===== src/rtl/mp_add_seq_pkg.sv =====
// Shared ALU package for the multi-precision sequential adder.
// Holds the limb width, the controller state encoding and the 4-bit
// carry-lookahead helper used by the 16-bit limb adder.
package mp_add_seq_pkg;

    localparam int LIMB_WIDTH = 16;

    typedef enum logic [1:0] {
        ST_IDLE = 2'd0,
        ST_RUN  = 2'd1,
        ST_DONE = 2'd2
    } state_t;

    // Carries out of each bit of a 4-bit lookahead group, given the
    // per-bit generate/propagate terms and the carry into the group.
    // Bit 3 of the result is the carry out of the whole group.
    function automatic logic [3:0] cla4_carries(
        input logic [3:0] g,
        input logic [3:0] p,
        input logic       c0
    );
        logic [3:0] c;
        c[0] = g[0] | (p[0] & c0);
        c[1] = g[1] | (p[1] & g[0]) | (p[1] & p[0] & c0);
        c[2] = g[2] | (p[2] & g[1]) | (p[2] & p[1] & g[0])
             | (p[2] & p[1] & p[0] & c0);
        c[3] = g[3] | (p[3] & g[2]) | (p[3] & p[2] & g[1])
             | (p[3] & p[2] & p[1] & g[0])
             | (p[3] & p[2] & p[1] & p[0] & c0);
        return c;
    endfunction

endpackage


===== src/rtl/mp_add_seq_cla.sv =====
// CLA_16bit: purely combinational 16-bit carry-lookahead adder built as
// two levels of 4-bit lookahead (bit level inside each nibble, group level
// across the four nibbles). Used once per limb by mp_add_seq.
module CLA_16bit
    import mp_add_seq_pkg::*;
(
    input  logic [15:0] A,
    input  logic [15:0] B,
    input  logic        Cin,
    output logic [15:0] Sum,
    output logic        Cout
);

    logic [15:0] g;
    logic [15:0] p;
    logic [3:0]  gg;
    logic [3:0]  gp;
    logic [3:0]  bc;
    logic [3:0]  blk_cin;
    logic [16:0] carry;

    // Group generate/propagate, group carries, then bit carries and sum.
    always_comb begin
        logic [3:0] t;
        t       = '0;
        g       = A & B;
        p       = A ^ B;
        gg      = '0;
        gp      = '0;
        carry   = '0;
        for (int k = 0; k < 4; k++) begin
            t     = cla4_carries(g[4*k +: 4], p[4*k +: 4], 1'b0);
            gg[k] = t[3];
            gp[k] = &p[4*k +: 4];
        end
        bc      = cla4_carries(gg, gp, Cin);
        blk_cin = {bc[2:0], Cin};
        carry[0] = Cin;
        for (int k = 0; k < 4; k++) begin
            t              = cla4_carries(g[4*k +: 4], p[4*k +: 4], blk_cin[k]);
            carry[4*k + 1] = t[0];
            carry[4*k + 2] = t[1];
            carry[4*k + 3] = t[2];
            carry[4*k + 4] = bc[k];
        end
        Sum  = p ^ carry[15:0];
        Cout = carry[16];
    end

endmodule


===== src/rtl/mp_add_seq.sv =====
// mp_add_seq: multi-precision adder that processes one 16-bit limb per
// clock through a single CLA_16bit, least-significant limb first.
// Handshake: valid/ready on the operand side and on the result side.
// The result is held in DONE until the consumer takes it.
module mp_add_seq #(
    parameter int NLIMBS = 4,
    parameter int LIMB_W = mp_add_seq_pkg::LIMB_WIDTH
) (
    input  logic                     clk,
    input  logic                     rst,
    input  logic                     in_valid,
    output logic                     in_ready,
    input  logic [NLIMBS*LIMB_W-1:0] op_a,
    input  logic [NLIMBS*LIMB_W-1:0] op_b,
    input  logic                     cin,
    output logic                     out_valid,
    input  logic                     out_ready,
    output logic [NLIMBS*LIMB_W-1:0] sum,
    output logic                     cout,
    output logic                     ovf,
    output logic                     busy,
    output logic                     limb_en
);
    import mp_add_seq_pkg::*;

    // Only LIMB_W = 16 is meaningful: the limb adder is fixed at 16 bits.
    localparam int TOTAL_W = NLIMBS * LIMB_W;
    localparam int IDX_W   = (NLIMBS > 1) ? $clog2(NLIMBS) : 1;
    localparam logic [IDX_W-1:0] LAST_IDX = IDX_W'(NLIMBS - 1);

    state_t             state_q;
    state_t             state_d;

    logic [TOTAL_W-1:0] a_q;
    logic [TOTAL_W-1:0] b_q;
    logic [TOTAL_W-1:0] sum_q;
    logic               carry_q;
    logic               ovf_q;
    logic [IDX_W-1:0]   idx_q;

    logic [LIMB_W-1:0]  limb_a;
    logic [LIMB_W-1:0]  limb_b;
    logic [LIMB_W-1:0]  limb_sum;
    logic               limb_cout;
    logic               accept;
    logic               last_limb;

    assign limb_a    = a_q[idx_q*LIMB_W +: LIMB_W];
    assign limb_b    = b_q[idx_q*LIMB_W +: LIMB_W];
    assign accept    = (state_q == ST_IDLE) && in_valid;
    assign last_limb = (idx_q == LAST_IDX);

    CLA_16bit u_cla (
        .A    (limb_a),
        .B    (limb_b),
        .Cin  (carry_q),
        .Sum  (limb_sum),
        .Cout (limb_cout)
    );

    // Controller state register; reset aborts any operation in flight.
    always_ff @(posedge clk or posedge rst) begin
        if (rst) begin
            state_q <= ST_IDLE;
        end else begin
            state_q <= state_d;
        end
    end

    // Next-state logic and handshake/status outputs decoded from state.
    always_comb begin
        state_d   = state_q;
        in_ready  = 1'b0;
        out_valid = 1'b0;
        busy      = 1'b0;
        limb_en   = 1'b0;
        case (state_q)
            ST_IDLE: begin
                in_ready = 1'b1;
                if (in_valid) begin
                    state_d = ST_RUN;
                end
            end
            ST_RUN: begin
                busy    = 1'b1;
                limb_en = 1'b1;
                if (last_limb) begin
                    state_d = ST_DONE;
                end
            end
            ST_DONE: begin
                busy      = 1'b1;
                out_valid = 1'b1;
                if (out_ready) begin
                    state_d = ST_IDLE;
                end
            end
            default: begin
                state_d = ST_IDLE;
            end
        endcase
    end

    // Operand capture on accept, then one limb add per RUN cycle; overflow
    // is judged on the top limb, where the sum sign bit is produced.
    always_ff @(posedge clk or posedge rst) begin
        if (rst) begin
            a_q     <= '0;
            b_q     <= '0;
            sum_q   <= '0;
            carry_q <= 1'b0;
            ovf_q   <= 1'b0;
            idx_q   <= '0;
        end else if (accept) begin
            a_q     <= op_a;
            b_q     <= op_b;
            sum_q   <= '0;
            carry_q <= cin;
            ovf_q   <= 1'b0;
            idx_q   <= '0;
        end else if (state_q == ST_RUN) begin
            sum_q[idx_q*LIMB_W +: LIMB_W] <= limb_sum;
            carry_q <= limb_cout;
            if (last_limb) begin
                ovf_q <= (a_q[TOTAL_W-1] == b_q[TOTAL_W-1])
                      && (limb_sum[LIMB_W-1] != a_q[TOTAL_W-1]);
            end else begin
                idx_q <= idx_q + 1'b1;
            end
        end
    end

    assign sum  = sum_q;
    assign cout = carry_q;
    assign ovf  = ovf_q;

endmodule

===== config.mk =====
export PLATFORM = sky130hd
export DESIGN_NAME = mp_add_seq
export DESIGN_NICKNAME = d
export VERILOG_FILES = /design/src/rtl/mp_add_seq_pkg.sv /design/src/rtl/mp_add_seq_cla.sv /design/src/rtl/mp_add_seq.sv
export SDC_FILE = /design/constraint.sdc
export NUM_CORES = 1
export LEC_CHECK = 0
export CAP_MARGIN = 20
export CORE_ASPECT_RATIO = 2
export CORE_MARGIN = 2
export CORE_UTILIZATION = 57
export CTS_BUF_LIST = sky130_fd_sc_hd__clkbuf_2
export DETAILED_ROUTE_END_ITERATION = 6
export HOLD_SLACK_MARGIN = 0.08
export PLACE_DENSITY = 0.95
export SYNTH_ARGS = -nofsm -noshare
export SYNTH_HDL_FRONTEND = slang
export SYNTH_HIERARCHICAL = 1
export SYNTH_SLANG_ARGS = --single-unit
export TNS_END_PERCENT = 20

===== constraint.sdc =====
create_clock -name clk -period 18.1 [get_ports clk]
set_input_delay 3.62 -clock clk [delete_from_list [all_inputs] [get_ports clk]]
set_output_delay 3.62 -clock clk [all_outputs]
set_load 0.05 [all_outputs]

==> Implementation_results.wiki <==
{| class="wikitable"
! Metric !! Value
|-
| Routed via count || 7418
|-
| Max transition margin || 31.3%
|-
| Fraction of the yosys area taken by sequential cells || 54.1%
|-
| Worst path buffer plus inverter count || 2
|-
| TritonCTS sink count || 198
|-
| Clock latency at the later pin of the worst-skew pair || 0.79 ns
|-
| Number of nets in the synthesized netlist || 1088
|-
| Remaining DRCs || 0
|-
| Max-slew violation count || 0
|-
| Total number of yosys warnings || 6
|-
| Number of antenna-violating nets in the routed design || 0
|-
| Max cap viols || 0
|-
| Post-route worst hold slack || 0.513 ns
|-
| Total number of nets in the final design || 1267
|-
| Synth top cells by count || 453 x sky130_fd_sc_hd__nand2_1, 198 x sky130_fd_sc_hd__dfrtp_1, 37 x sky130_fd_sc_hd__o21ai_0
|-
| TritonCTS clock tree || done
|-
| Area delta synth->final || 26.0%
|-
| Non-filler cells, final || 1322
|-
| Area inside the core boundary || 15800 sq um
|-
| Util after Layout || 73.1%
|-
| EDFF count, synth || 0
|-
| Cells traversed along the worst timing path || inv_1 > ha_1 > clkdlybuf4s50_1
|-
| Wire length per cell || 18.0 um
|-
| Overall die width || 93.6 um
|-
| Instance count of the mapped netlist || 926
|-
| Layout cell share with drive strength beyond 1 || 8.14%
|-
| Worst path required time || 14.48 ns
|-
| Number of gates given a new drive strength after cts || 0
|-
| Highest Clock Rate || 0.157 GHz
|-
| Result of the run || completed
|-
| Number of global-route vias before repair || 7585
|-
| Global-route congestion overflow total || 0
|-
| Top flip-flop cell by instance count after synthesis || sky130_fd_sc_hd__dfrtp_1
|-
| Worst ir drop on vdd || 102 uV
|-
| Total power per unit cell area || 189 nW/um^2
|-
| Worst path slowest cell || sky130_fd_sc_hd__clkdlybuf4s50_1
|-
| Worst clock skew || 0.0435 ns
|-
| # setup viols final || 0
|-
| Setup repair after global routing missed its margin || no
|-
| Number of buffers created by CTS || 17
|-
| Total track usage || 29.4%
|-
| Total wire length || 23700 um
|-
| Largest net degree at the start of global routing || 118
|-
| # Post-CTS Setup Buffers || 0
|-
| Count of boundary I/O pins || 203
|-
| Average cell area after synthesis || 9.88 sq um
|-
| Buffer cell driving the clock tree root || sky130_fd_sc_hd__clkbuf_2
|-
| Final total negative setup slack || 0 ns
|-
| Post-Synthesis Cell Area || 9150 sq um
|-
| Crit end category || output port
|-
| Chip height || 183 um
|-
| Global-route wire length before repair || 38500 um
|-
| Placement row count || 65
|-
| Hold Vio Cnt, Final || 0
|-
| Synth top area share || 54.1%
|-
| Average vias per placed instance || 5.61
|-
| Overall die area || 17100 sq um
|-
| Drt first pass iters || 5
|-
| Most frequent cell after synthesis || sky130_fd_sc_hd__nand2_1
|-
| Largest cells by area after synthesis || sky130_fd_sc_hd__dfrtp_1 54%, sky130_fd_sc_hd__nand2_1 19%, sky130_fd_sc_hd__mux4_2 7.9%
|-
| Max FO, Critical Path || 13
|-
| Max Root-Sink Buffers || 2
|-
| Min-Delay Path Class || register to register
|-
| Drt initial violations || 522
|-
| Post-synthesis cell type with the largest combined area || sky130_fd_sc_hd__dfrtp_1
|-
| Final weighted congestion of routability-driven global placement || 0.895
|-
| Number of input and output port buffers inserted || 202
|-
| Number of hold-repair buffers added at the cts stage || 0
|-
| Launching element type of the critical path || register
|-
| Effective utilization at floorplan || 58.0%
|-
| Top Family by Delay on Critical Path || buffers and inverters
|-
| Final period util || 35.2%
|-
| Placed insts || 1286
|-
| Final critical delay including setup and external delays || 6.38 ns
|-
| Transition time at the pin with the least slew margin || 1.03 ns
|-
| Number of antenna violations at the first check in global routing || 3
|-
| Fill cells || 1090
|-
| Maximum cell stage delay along the critical path || 0.91 ns
|-
| Clock transition at the registers of the reported paths || 0.28 ns
|-
| Number of synthesized register bits || 198
|-
| Static leakage power || 5.57 nW
|-
| Arrival time of data at the critical path endpoint || 2.76 ns
|-
| Fraction of synthesis flops using an asynchronous set or reset pin || 100%
|-
| Hpwl dp || 17600 um
|-
| H-Tree Level Count || 4
|-
| Setup CP Type || register to output port
|-
| Number of distinct library cells after synthesis || 46
|}
[area by class of cell]
type	count	area (sq um)	share of cell area (%)
Antenna cell	3	7.51	0.0651
Clock buffer	17	85.1	0.738
Clock inverter	15	160	1.39
Inverter	19	78.8	0.683
Multi-Input combinational cell	659	3900	33.8
Sequential cell	198	4960	43.0
Tap cell	201	251	2.18
Timing Repair Buffer	210	2090	18.2
[where the power goes]
| group | internal, mW | leakage (nW) | switching (mW) |
|---|---|---|---|
| registers | 0.606 | 2.55 | 0.0940 |
| clock network | 0.0579 | 0.155 | 0.167 |
| logic | 0.468 | 2.86 | 0.787 |
| total | 1.13 | 5.57 | 1.05 |
[state kept, by name, summed over array words and instances (netlist names)]
| register | flops |
|---|---|
| cout | 1 |
| ovf | 1 |
| sum | 64 |
| a_q | 64 |
| state_q | 2 |
| b_q | 64 |
| idx_q | 2 |
[cells by family (layout without fill, tap and decap cells)]
kind of cell	count (synthesis)	in the layout	synth area share (%)
xor+xnor	11	11	1.05
compound gates	99	99	8.04
fa+ha+maj	29	29	4.29
buf+inv	69	261	3.34
flops	198	198	54.1
mux	37	37	8.45
simple gates	483	483	20.7
other cells	0	3	0
[per-stage QoR]
stage          worst slack, ns  power [mW]  cell area (sq um)
4_1_cts                  11.69        2.17              11500
2_1_floorplan             9.08        1.58               9150
3_3_place_gp             11.78        1.88              11300
5_1_grt                  11.56        2.33              11500
3_5_place_dp             11.67        1.95              11300
6_report                 11.72        2.18              11500
[tightest hold or removal path: cells and delay by family (launching register included)]
kind / cells / cell delay [ns]
flops: 1 / 0.41
simple gates: 2 / 0.10
[final timing paths]
kind,startpoint,cells past startpoint,endpoint,slack [ns]
min in group asynchronous,rst,2,idx_q[0],3.31
worst min register to register,a_q[45],2,a_q[45],0.51
worst min-delay path,a_q[45],2,a_q[45],0.51
max in group asynchronous,rst,4,b_q[6],13.44
worst max register to register,idx_q[0],12,sum[29],13.79
worst max-delay path,state_q[1],3,limb_en,11.72
[cell usage in the layout, fill, tap and decap left out, types with 3 or more instances in the layout]
cell                                n
sky130_fd_sc_hd__diode_2            3
sky130_fd_sc_hd__fa_1               4
sky130_fd_sc_hd__nand3_1            3
sky130_fd_sc_hd__mux2i_1            3
sky130_fd_sc_hd__nand2_1          452
sky130_fd_sc_hd__clkdlybuf4s50_1  202
sky130_fd_sc_hd__inv_8              7
sky130_fd_sc_hd__clkinv_4           3
sky130_fd_sc_hd__dfrtp_1          197
sky130_fd_sc_hd__o21bai_1           3
sky130_fd_sc_hd__o21ai_0           37
sky130_fd_sc_hd__clkbuf_2          17
sky130_fd_sc_hd__a21oi_1            3
sky130_fd_sc_hd__nor2b_1            3
sky130_fd_sc_hd__nor2_1            10
sky130_fd_sc_hd__inv_1             18
sky130_fd_sc_hd__a21oi_2            3
sky130_fd_sc_hd__ha_1              25
sky130_fd_sc_hd__buf_4              7
sky130_fd_sc_hd__inv_6              3
sky130_fd_sc_hd__xor2_1             6
sky130_fd_sc_hd__xnor2_1            5
sky130_fd_sc_hd__nand4_1            3
sky130_fd_sc_hd__a22o_1            34
sky130_fd_sc_hd__mux4_2            32
[per-layer routing]
metal,vias up,routed length (um),global-route usage (%)
li1,3419,-,-
met1,3622,8400,33.9
met2,304,13100,51.5
met3,73,920,3.82
met4,0,1370,17.4
met5,-,0,0
(Power assumes the default switching activity.)
==> RTL change 1, RTL diff (same flow settings) <==
The parameter `NLIMBS` goes from 4 to 2.
--- a/src/rtl/mp_add_seq.sv
+++ b/src/rtl/mp_add_seq.sv
@@ -3,7 +3,7 @@
 // Handshake: valid/ready on the operand side and on the result side.
 // The result is held in DONE until the consumer takes it.
 module mp_add_seq #(
-    parameter int NLIMBS = 4,
+    parameter int NLIMBS = 2,
     parameter int LIMB_W = mp_add_seq_pkg::LIMB_WIDTH
 ) (
     input  logic                     clk,
Ports: changed (resized op_a, op_b and sum); port bits go from 203 to 107. No check against the original RTL was run, so the function may have changed too.
==> RTL change 1 against the original RTL <==
Wire length down 48%. First-iteration DRC count down 36%. Combinational power down 34%. Synthesized area down 44%. Sequential cell count down 97. Register-to-register slack better by 0.60 ns. Setup slack better by 0.38 ns. Synthesized cell count down 39%. Design area down 45%. Total power down 40%. Global-route usage down 3.1 points.
==> RTL change 1: results (changes against the original RTL) <==
nNetsFinal: 750  # -41%
drt_iter0_markers: 335  # -36%
status: "finished, final reports clean"
place_area_um2: 6190  # -45%
arrival_ns: 2.38  # -0.38 ns
grt_util_all_layers_pct: 26.3  # -3.1 points
gp_congestion: 0.866  # -3.1%
antenna_found_initial: 1  # -2
synth_fp_nets: 658  # -40%
synth.area.top_cells: "dfrtp_1 49%, nand2_1 19%, mux2_2 7.0%"
first_pass_iters: 4  # -1
dpl.hpwl_um: 9230  # -48%
cts_inserted_buffers: 9  # -8
routed-wl-met2_um: 6860  # -47%
cts_max_level: 3  # -1
wl_um: 12300  # -48%
first_global_vias: 4305  # -43%
fin_area_um2: 6340  # -45%
crit_path_max_incr_delay_ns: 0.87  # -0.04 ns
yosysUniqueCellTypes: 41  # -11%
path_clk_slew_ns: 0.24  # -0.04 ns
fill_cells: 672  # -38%
grt_max_degree: 100  # -15%
insertion_delay_ns: 0.60  # -0.19 ns
io_buffers: 106  # -48%
p_switching_mw: 0.628  # -40%
-- RTL change 1: routing by layer --
metal,vias up,global-route usage (%)
met3,50,4.74
li1,1997,-
met4,0,16.4
met2,140,47.6
met1,2006,27.0
met5,-,0
-- RTL change 1: worst paths after layout --
check | start | endpoint | slack, ns
hold / removal | b_q[25]$_DFFE_PP0P_ | b_q[25]$_DFFE_PP0P_ | 0.50
setup reg to reg | idx_q$_DFFE_PP0P_ | sum[29]$_DFFE_PP0P_ | 14.39
min in group asynchronous | rst | a_q[10]$_DFFE_PP0P_ | 3.41
setup / recovery | state_q[1]$_DFFE_PP0P_ | limb_en | 12.10
max in group asynchronous | rst | sum[24]$_DFFE_PP0P_ | 14.01
hold reg to reg | b_q[25]$_DFFE_PP0P_ | b_q[25]$_DFFE_PP0P_ | 0.50
-- RTL change 1: cells by family (layout without fill, tap and decap cells) --
kind of cell	Yosys count	in the layout	share of synthesized area (%)
other	0	1	0
xor gates and xnor gates	10	10	1.71
muxes	36	36	8.01
buffers and inverters	45	141	4.42
adders and majority gates	24	24	6.45
DFF	101	101	49.3
AOI/OAI and AO/OA	61	61	8.04
and+or+nand+nor	288	288	22.0
-- RTL change 1: layout make-up --
class / instances / share of cell area, %
tap: 102 / 2.01
antenna: 1 / 0.0395
clock inverter: 5 / 1.20
clock buffer: 10 / 0.789
inverter: 16 / 0.986
timing repair buffer: 110 / 17.7
multi-input combinational: 419 / 37.4
sequential: 101 / 39.9
-- RTL change 1: worst max-delay path, delay by kind of cell (launching register included) --
kind	cells	cell delay, ns
fa+ha+maj	1	0.36
flops	1	0.46
buf+inv	2	0.98
-- RTL change 1: power by group through the flow --
stage | Combinational (mW) | Sequential (mW) | Clock (mW)
after floorplan | 0.547 | 0.435 | 0
after global placement | 0.777 | 0.369 | 0
after detailed placement | 0.810 | 0.376 | 0
after CTS | 0.820 | 0.371 | 0.117
after global routing | 0.906 | 0.382 | 0.125
final | 0.827 | 0.371 | 0.117
==> RTL change 2, RTL diff (config.mk and constraints unchanged) <==
Without the edit above. Register the output `ovf` once more, with the module's reset; this adds one clock of latency there. The other outputs are not delayed to match.
--- a/src/rtl/mp_add_seq.sv
+++ b/src/rtl/mp_add_seq.sv
@@ -132,6 +132,12 @@
 
     assign sum  = sum_q;
     assign cout = carry_q;
-    assign ovf  = ovf_q;
+    always_ff @(posedge clk or posedge rst) begin
+        if (rst) begin
+            ovf <= '0;
+        end else begin
+            ovf <= ovf_q;
+        end
+    end
 
 endmodule
Formal check against the unedited RTL: not equivalent (a bounded check fails within 10 cycles, from zero or initial values and one cycle with rst high).
==> RTL change 2 against the original RTL <==
Cell count about the same. Die area up 0.27%. Largest power group unchanged. Critical path type unchanged. Sequential share of layout area increased by 0.21 points. Non-clock buffer count down 2. Sequential cell count is 1 higher. Design area hardly changed. Setup slack gained 0.058 ns. Maximum frequency grew 0.91%. Synthesized area rose by 0.27%. Clock skew fell by 0.0097 ns. Largest cell class unchanged. Wire length decreased by 1.6%. Synthesized cell count grew 0.11%. Total power fell by 0.28%.
==> RTL change 2: results (changes against the original RTL) <==
status: "finished, final reports clean"
synthCells: 927  # +0.11%
whs_endpoint: "ovf$_DFF_PP0_"
yosysSeqAreaShare_pct: 54.3  # +0.13 points
yosysUniqueCellTypes: 46  # unchanged
fin_crit_ns: 6.32  # -0.0579 ns
drt_iter0_markers: 521  # -0.19%
worst_slew_pin_slew_ns: 0.989  # -0.0421 ns
vias_per_cell: 5.64  # +0.48%
netlist_top_cells_count: "453 x nand2_1, 199 x dfrtp_1, 37 x o21ai_0"
drive_gt1_share_pct: 7.88  # -0.26 points
grt_max_degree: 149  # +26%
dpl.hpwl_um: 17400  # -1.4%
ir_worst_vdd_v: 0.000134  # +31%
p_int_mw: 1.14  # +0.95%
routedWlPerCell_um: 17.7  # -1.5%
first_global_vias: 7430  # -2.0%
clock_area_share_pct: 2.18  # +0.053 points
seq_share_pct: 43.2  # +0.21 points
diodes: 3  # unchanged
path_clk_slew_ns: 0.30  # +0.02 ns
cts_setup_buffers: 0  # unchanged
grt_pass1_wl_um: 37000  # -3.9%
grt_util_all_layers_pct: 28.0  # -1.4 points
multi_input_area_share_pct: 33.8  # about the same
final-instance-count-excl-fill: 1321  # -0.076%
synth_fp_nets: 1089  # +0.092%
cts.sinks: 199  # +0.51%
buf_share_pct: 17.9  # -0.25 points
power.density_nw_per_um2: 188  # -0.33%
min_path_cells: 0  # -2
reg2reg_slack_ns: 13.78  # about the same
n_all_buffers: 208  # -0.95%
leakagePower_nw: 5.57  # -0.12%
place_area_um2: 11300  # +0.17%
pre_cts_slack_ns: 12.08  # +0.411 ns
fin_area_um2: 11500  # about the same
holdCritStartpoint: "ovf_q$_DFFE_PP0P_"
fill_cells: 1079  # -1.0%
finClkSkew_ns: 0.0338  # -0.00973 ns
insertion_delay_ns: 0.73  # -0.06 ns
gp_congestion: 0.897  # +0.23%
==> RTL change 2: stage by stage <==
| stage | hold slack [ns] | util (%) |
|---|---|---|
| 2_1_floorplan | 0.354 | - |
| 3_5_place_dp | 0.390 | 71.5 |
| 4_1_cts | 0.396 | 73.1 |
| 3_3_place_gp | 0.381 | 71.5 |
| 5_1_grt | 0.413 | 73.1 |
| 6_report | 0.400 | 73.1 |
==> RTL change 2: cells by family after synthesis <==
group                    after synthesis  share of synthesized area [%]
multiplexers                          37                           8.43
buffers and inverters                 69                           3.33
flip-flops                           199                           54.3
adder cells (fa/ha/maj)               29                           4.28
AO/OA/AOI/OAI                         99                           8.02
AND/OR/NAND/NOR                      483                           20.6
XOR/XNOR                              11                           1.05
==> RTL change 2: metal layers <==
metal | vias to the layer above | global-route usage [%] | routed length (um)
met5 | - | 0 | 0
met4 | 0 | 15.4 | 1310
met3 | 70 | 3.65 | 942
met2 | 315 | 50.7 | 13100
met1 | 3657 | 31.2 | 8060
li1 | 3406 | - | -
